--- config.mk ---
export PLATFORM = sky130hd
export DESIGN_NAME = clk_monitor
export DESIGN_NICKNAME = d
export VERILOG_FILES = /design/src/rtl/clk_monitor_pkg.sv /design/src/rtl/clk_monitor_edge_sync.sv /design/src/rtl/clk_monitor.sv
export SDC_FILE = /design/constraint.sdc
export NUM_CORES = 1
export LEC_CHECK = 0
export CORE_MARGIN = 2
export CORE_UTILIZATION = 50
export CTS_CLUSTER_SIZE = 40
export DETAILED_ROUTE_END_ITERATION = 8
export PLACE_DENSITY = 0.82
export SYNTH_ARGS = -nofsm -noshare
export SYNTH_HDL_FRONTEND = slang
export SYNTH_HIERARCHICAL = 1
export SYNTH_SLANG_ARGS = --single-unit
--- constraint.sdc ---
create_clock -name clkIn -period 3.3 [get_ports clkIn]
set_input_delay 0.33 -clock clkIn [delete_from_list [all_inputs] [get_ports clkIn]]
set_output_delay 0.33 -clock clkIn [all_outputs]
set_load 0.01 [all_outputs]
--- src/rtl/clk_monitor_pkg.sv ---
// Shared types and default configuration for the clk_monitor block.
package clk_monitor_pkg;

  typedef enum logic [1:0] {
    IDLE    = 2'd0,
    ACQUIRE = 2'd1,
    LOCKED  = 2'd2,
    LOST    = 2'd3
  } state_e;

  localparam int CNT_W_DEF       = 8;
  localparam int SYNC_STAGES_DEF = 2;
  localparam int LOCK_COUNT_DEF  = 4;
  localparam int TOL_DEF         = 1;
  localparam int TIMEOUT_DEF     = 255;

endpackage

--- src/rtl/clk_monitor_edge_sync.sv ---
// Synchroniser, history flop and registered edge strobes for the monitored clock.
// The unregistered fall indication is only exported when CLK_MON_DUTY_EN is defined.
module edge_sync
  import clk_monitor_pkg::*;
#(
  parameter int SYNC_STAGES = SYNC_STAGES_DEF
) (
  input  logic clk_i,
  input  logic rst_ni,
  input  logic async_i,
  output logic rise_o,
`ifdef CLK_MON_DUTY_EN
  output logic fall_o,
`endif
  output logic rise_strobe_o,
  output logic fall_strobe_o
);

  logic [SYNC_STAGES-1:0] sync_q;
  logic                   hist_q;
  logic                   rise_strobe_q;
  logic                   fall_strobe_q;
  logic                   sync_w;
  logic                   rise_w;
  logic                   fall_w;

  assign sync_w = sync_q[SYNC_STAGES-1];
  assign rise_w = sync_w & ~hist_q;
  assign fall_w = ~sync_w & hist_q;

  // Shift the async input through the synchroniser, keep one history bit, register strobes
  always_ff @(posedge clk_i or negedge rst_ni) begin
    if (!rst_ni) begin
      sync_q        <= '0;
      hist_q        <= 1'b0;
      rise_strobe_q <= 1'b0;
      fall_strobe_q <= 1'b0;
    end else begin
      sync_q        <= {sync_q[SYNC_STAGES-2:0], async_i};
      hist_q        <= sync_w;
      rise_strobe_q <= rise_w;
      fall_strobe_q <= fall_w;
    end
  end

  assign rise_o        = rise_w;
`ifdef CLK_MON_DUTY_EN
  assign fall_o        = fall_w;
`endif
  assign rise_strobe_o = rise_strobe_q;
  assign fall_strobe_o = fall_strobe_q;

endmodule

--- src/rtl/clk_monitor.sv ---
// Monitors a slow clock from the fast system clock: edge strobes, rise-to-rise
// period, lock and loss-of-clock status. Define CLK_MON_DUTY_EN to also measure
// the rise-to-fall high time; otherwise highTime is tied to 0.
module clk_monitor
  import clk_monitor_pkg::*;
#(
  parameter int CNT_W       = CNT_W_DEF,
  parameter int SYNC_STAGES = SYNC_STAGES_DEF,
  parameter int LOCK_COUNT  = LOCK_COUNT_DEF,
  parameter int TOL         = TOL_DEF,
  parameter int TIMEOUT     = TIMEOUT_DEF
) (
  input  logic             clkIn,
  input  logic             reset_n,
  input  logic             refClk,
  output logic             riseStrobe,
  output logic             fallStrobe,
  output logic [CNT_W-1:0] period,
  output logic [CNT_W-1:0] highTime,
  output logic             locked,
  output logic             lost
);

  localparam int                     MATCH_W   = $clog2(LOCK_COUNT + 1);
  localparam logic [CNT_W-1:0]       CNT_MAX   = {CNT_W{1'b1}};
  localparam logic [CNT_W-1:0]       TIMEOUT_C = CNT_W'(TIMEOUT);
  localparam logic [MATCH_W-1:0]     LOCK_LAST = MATCH_W'(LOCK_COUNT - 1);
  localparam logic signed [CNT_W:0]  TOL_C     = (CNT_W+1)'(TOL);

  function automatic logic [CNT_W-1:0] sat_inc(input logic [CNT_W-1:0] v);
    return (v == CNT_MAX) ? v : v + CNT_W'(1);
  endfunction

  // One extra bit keeps the signed difference of two unsigned counts from wrapping
  function automatic logic within_tol(input logic [CNT_W-1:0] a, input logic [CNT_W-1:0] b);
    logic signed [CNT_W:0] dev;
    logic signed [CNT_W:0] mag;
    dev = $signed({1'b0, a}) - $signed({1'b0, b});
    mag = dev[CNT_W] ? -dev : dev;
    return mag <= TOL_C;
  endfunction

  state_e             state_q, state_d;
  logic [CNT_W-1:0]   cnt_q, cnt_d;
  logic [CNT_W-1:0]   period_q;
  logic [CNT_W-1:0]   prev_q;
  logic               valid_prev_q;
  logic [MATCH_W-1:0] match_cnt_q;
  logic               rise_w;
  logic               match_w;
  logic               timeout_w;
`ifdef CLK_MON_DUTY_EN
  logic               fall_w;
`endif

  edge_sync #(
    .SYNC_STAGES(SYNC_STAGES)
  ) u_edge_sync (
    .clk_i        (clkIn),
    .rst_ni       (reset_n),
    .async_i      (refClk),
    .rise_o       (rise_w),
`ifdef CLK_MON_DUTY_EN
    .fall_o       (fall_w),
`endif
    .rise_strobe_o(riseStrobe),
    .fall_strobe_o(fallStrobe)
  );

  assign match_w   = within_tol(cnt_q, prev_q);
  // A rise on the timeout cycle takes priority over the timeout
  assign timeout_w = (cnt_q == TIMEOUT_C) && !rise_w;
  assign cnt_d     = rise_w ? CNT_W'(1) : sat_inc(cnt_q);

  // State register
  always_ff @(posedge clkIn or negedge reset_n) begin
    if (!reset_n) state_q <= IDLE;
    else          state_q <= state_d;
  end

  // Next-state logic
  always_comb begin
    state_d = state_q;
    unique case (state_q)
      IDLE: begin
        if (rise_w)         state_d = ACQUIRE;
        else if (timeout_w) state_d = LOST;
      end
      ACQUIRE: begin
        if (rise_w) begin
          if (valid_prev_q && match_w && (match_cnt_q == LOCK_LAST)) state_d = LOCKED;
        end else if (timeout_w) begin
          state_d = LOST;
        end
      end
      LOCKED: begin
        if (rise_w) begin
          if (!match_w) state_d = ACQUIRE;
        end else if (timeout_w) begin
          state_d = LOST;
        end
      end
      LOST: begin
        if (rise_w) state_d = ACQUIRE;
      end
    endcase
  end

  // Status outputs decoded from the current state
  always_comb begin
    locked = 1'b0;
    lost   = 1'b0;
    case (state_q)
      LOCKED:  locked = 1'b1;
      LOST:    lost   = 1'b1;
      default: ;
    endcase
  end

  // Period counter, period capture and match tracking, all advanced on detected rises
  always_ff @(posedge clkIn or negedge reset_n) begin
    if (!reset_n) begin
      cnt_q        <= '0;
      period_q     <= '0;
      prev_q       <= '0;
      valid_prev_q <= 1'b0;
      match_cnt_q  <= '0;
    end else begin
      cnt_q <= cnt_d;
      if (rise_w) begin
        unique case (state_q)
          IDLE, LOST: begin
            // cnt holds no meaningful period after idle or a timeout
            valid_prev_q <= 1'b0;
            match_cnt_q  <= '0;
          end
          ACQUIRE: begin
            period_q <= cnt_q;
            prev_q   <= cnt_q;
            if (!valid_prev_q)  valid_prev_q <= 1'b1;
            else if (match_w)   match_cnt_q  <= match_cnt_q + MATCH_W'(1);
            else                match_cnt_q  <= '0;
          end
          LOCKED: begin
            period_q <= cnt_q;
            prev_q   <= cnt_q;
            if (!match_w) match_cnt_q <= '0;
          end
        endcase
      end
    end
  end

  assign period = period_q;

`ifdef CLK_MON_DUTY_EN
  logic [CNT_W-1:0] hcnt_q;
  logic [CNT_W-1:0] high_q;

  // High-time counter restarts on each rise and is captured on the following fall
  always_ff @(posedge clkIn or negedge reset_n) begin
    if (!reset_n) begin
      hcnt_q <= '0;
      high_q <= '0;
    end else begin
      hcnt_q <= rise_w ? CNT_W'(1) : sat_inc(hcnt_q);
      if (fall_w && (state_q != LOST)) high_q <= hcnt_q;
    end
  end

  assign highTime = high_q;
`else
  assign highTime = '0;
`endif

endmodule
==> impl_metrics.py <==
metrics = {
    "setup_path": {
        "r2r-end": "state_q[0]",
        "worst-r2r-cell-count": 13,
        "critPathKind": "register to register",
        "worstPathMaxFanout": 3,
        "cp-start-kind": "register",
        "crit_arrival_ps": 3480,
        "worst_setup_path_end_kind": "register",
        "required_ps": 3480,
        "cpMaxStageDelayCell": "dfrtp_1",
        "cp_slowest_stage_delay_ps": 400,
        "crit_path_cell_trace": "inv_2, ha_4, inv_2, fa_2, a211oi_4, o21bai_1, a221o_1, a211oi_4, mux2_4, o32a_4, o31ai_4, nand2_2, o221a_1",
        "r2r_start": "cnt_q[0]",
        "regToRegSetupSlack_ps": -1,
    },
    "min_path": {
        "hold_end": "u_edge_sync/sync_q[1]",
        "min_from": "u_edge_sync/sync_q[0]",
        "hp-class": "register to register",
        "hold_depth": 0,
    },
    "route": {
        "vias": 1523,
        "vias_per_cell": 5.33,
        "wl_per_cell_um": 13.7,
        "ant_nets": 0,
        "wl_um": 3920,
        "dr.first_iter.drc_count": 81,
        "first_pass_iters": 5,
        "drc": 0,
    },
    "synth": {
        "syn_area_per_cell_sq_um": 9.15,
        "syn-cell-area_sq_um": 1860,
        "synth_top_family_by_area": "compound AO/OA/AOI/OAI gates",
        "ys_warn_count": 6,
        "yosys-top-cells-area": "dfrtp_1 (36%), ha_1 (9.4%), inv_1 (4.2%)",
        "yosysTopAreaCell": "dfrtp_1",
        "synthArstFlopShare_pct": 100,
        "yosysSeqAreaShare_pct": 36.4,
        "synth_cells": 203,
        "yosysUniqueCellTypes": 53,
        "synth_fa_ha_area_share_pct": 10.5,
        "ys_seq_elements": 27,
        "synth_edf_count": 0,
        "synth_xor_area_share_pct": 2.36,
        "synthDominantCellAreaShare_pct": 36.4,
        "synth_compound_area_share_pct": 20.5,
        "synth_mux_area_share_pct": 2.49,
        "yosys.area_share.simple_pct": 19.7,
        "ys.flop_type": "dfrtp_1",
    },
    "finish": {
        "register_area_sq_um": 676,
        "layout-drive-gt1-share_pct": 18.9,
        "fillers": 318,
        "multiInputGateArea_sq_um": 1100,
        "nNetsFinal": 257,
        "most-common-layout-cells": "dfrtp_1 (27), nand2_1 (20), buf_4 (20)",
        "n_antenna_cell": 0,
        "area_delta_synth_final_pct": 21.2,
        "stdcell_count": 286,
        "final_common_cell": "dfrtp_1",
    },
    "sta": {
        "clock_skew_ps": 10.2,
        "layout_setup_ws_ps": -1.06,
        "tightestPinTransition_ps": 509,
        "min_period_ps": 3300,
        "rsz0062_at_grt": "true",
        "finalSetupTns_ps": -1.06,
        "period_share_pct": 100,
        "finalHoldViolations": 0,
        "drv_slew": 0,
        "fmax_mhz": 303,
        "setup_viol": 1,
        "max_slew_margin_pct": 65.9,
    },
    "grt": {
        "first_global_vias": 1531,
        "met1_usage_pct": 24.7,
        "antenna_found_initial": 0,
        "grtUsageTotal_pct": 20.8,
        "overflow": 0,
        "grt_busiest_layer": "met2",
        "grt_max_degree": 28,
        "met2_usage_pct": 39.3,
        "grt_use_met3_pct": 2.60,
        "grt_pass1_wl_um": 6800,
    },
    "cts": {
        "clk_pin_slew_ps": 100,
        "cts_tree": "yes",
        "cts_made_buffers": 3,
        "clkLatencyLatePin_ps": 280,
        "h-tree-depth": 1,
        "cts-root-buf": "clkbuf_8",
        "holdBufCountCts": 0,
        "cts_sinks": 27,
        "clock_path_buffers": 2,
    },
    "outcome": {
        "violations": "negative setup slack",
        "status": "complete, but fails checks",
    },
    "floorplan": {
        "core_sq_um": 3610,
        "dieWidth_um": 65.0,
        "rows": 22,
        "die-area_sq_um": 4220,
        "start_util_pct": 51.5,
        "dieHeight_um": 65.0,
        "ioPinCount": 23,
    },
    "placement": {
        "routabilityCongestion": 0.802,
        "numPortBuffers": 14,
        "dp_hpwl_um": 2970,
        "dp.cells": 276,
    },
    "power": {
        "p_leak_nw": 0.978,
        "vdd_drop_max_mv": 0.634,
        "powerDensity_nw_per_um2": 1000,
    },
    "run": {
        "cap_violations": 0,
    },
}
## layout make-up
cell class / instances / share of cell area [%]
sequential: 27 / 30.0
clock inverter: 1 / 0.333
clock buffer: 3 / 1.83
timing repair buffer: 34 / 12.9
inverter: 21 / 3.50
multi-input combinational: 152 / 48.8
tap: 48 / 2.67
## per-stage QoR
stage / util [%] / hold WS (ps) / area, sq um / power (mW) / setup WS [ps]
finish: 62.5 / 361 / 2250 / 2.26 / -1.06
floorplan: - / 34.4 / 1890 / 1.50 / 17.7
global placement: 58.9 / 334 / 2120 / 1.87 / 62.5
detailed placement: 58.9 / 341 / 2120 / 1.91 / -124
CTS: 61.7 / 363 / 2220 / 2.17 / 2.77
global route: 62.5 / 370 / 2250 / 2.45 / -125
## cell usage after synthesis, drive strengths merged, types with 4 or more instances
cell type,count
dfrtp,27
inv,21
nand2,21
nor2,18
ha,14
o21ai,13
a21oi,10
buf,8
nand3,7
nor3,5
a211oi,4
## what timing repair did
action                                  CTS  global route
pin swaps                                 1             4
resized for setup                         5             2
hold endpoints to repair                  0             0
setup buffers                             4             2
endpoints found under the setup margin    5             5
## worst max path at each step
stage	slack, ps	cells past startpoint	from	endpoint
after detailed placement	-120	13	cnt_q[0]	state_q[1]
after global placement	60	13	cnt_q[0]	state_q[1]
final	-1	13	cnt_q[0]	state_q[0]
after global routing	-130	13	cnt_q[0]	state_q[0]
after floorplan	20	13	cnt_q[0]	state_q[1]
after CTS	3	13	cnt_q[0]	state_q[1]
## state kept, by name, summed over array words and instances (netlist names)
signal,flops
cnt_q,8
u_edge_sync/hist_q,1
match_cnt_q,3
state_q,2
prev_q,8
u_edge_sync/rise_strobe_o,1
valid_prev_q,1
u_edge_sync/fall_strobe_o,1
u_edge_sync/sync_q,2
## per-layer routing
layer,vias up,wire (um)
met5,-,0
met4,0,38
met3,5,110
met2,27,2040
met1,722,1740
li1,769,-
## worst max-delay path: cells and delay by family (launching register included)
kind                     cells  cell delay [ps]
multiplexers                 1              320
AO/OA/AOI/OAI                7             1780
AND/OR/NAND/NOR              1               80
buffers and inverters        2              110
adder cells (fa/ha/maj)      2              500
flip-flops                   1              400
## cells by family after synthesis
family          count (synthesis)
compound gates                 47
xor+xnor                        5
fa+ha+maj                      15
buf+inv                        31
flops                          27
mux                             4
other cells                     1
simple gates                   73
## report_power, final
part / switching (mW) / leakage, nW / internal, mW
Combinational: 0.850 / 0.609 / 0.754
Clock: 0.114 / 0.0217 / 0.0860
Sequential: 0.0598 / 0.348 / 0.394
(Power assumes the default switching activity.)
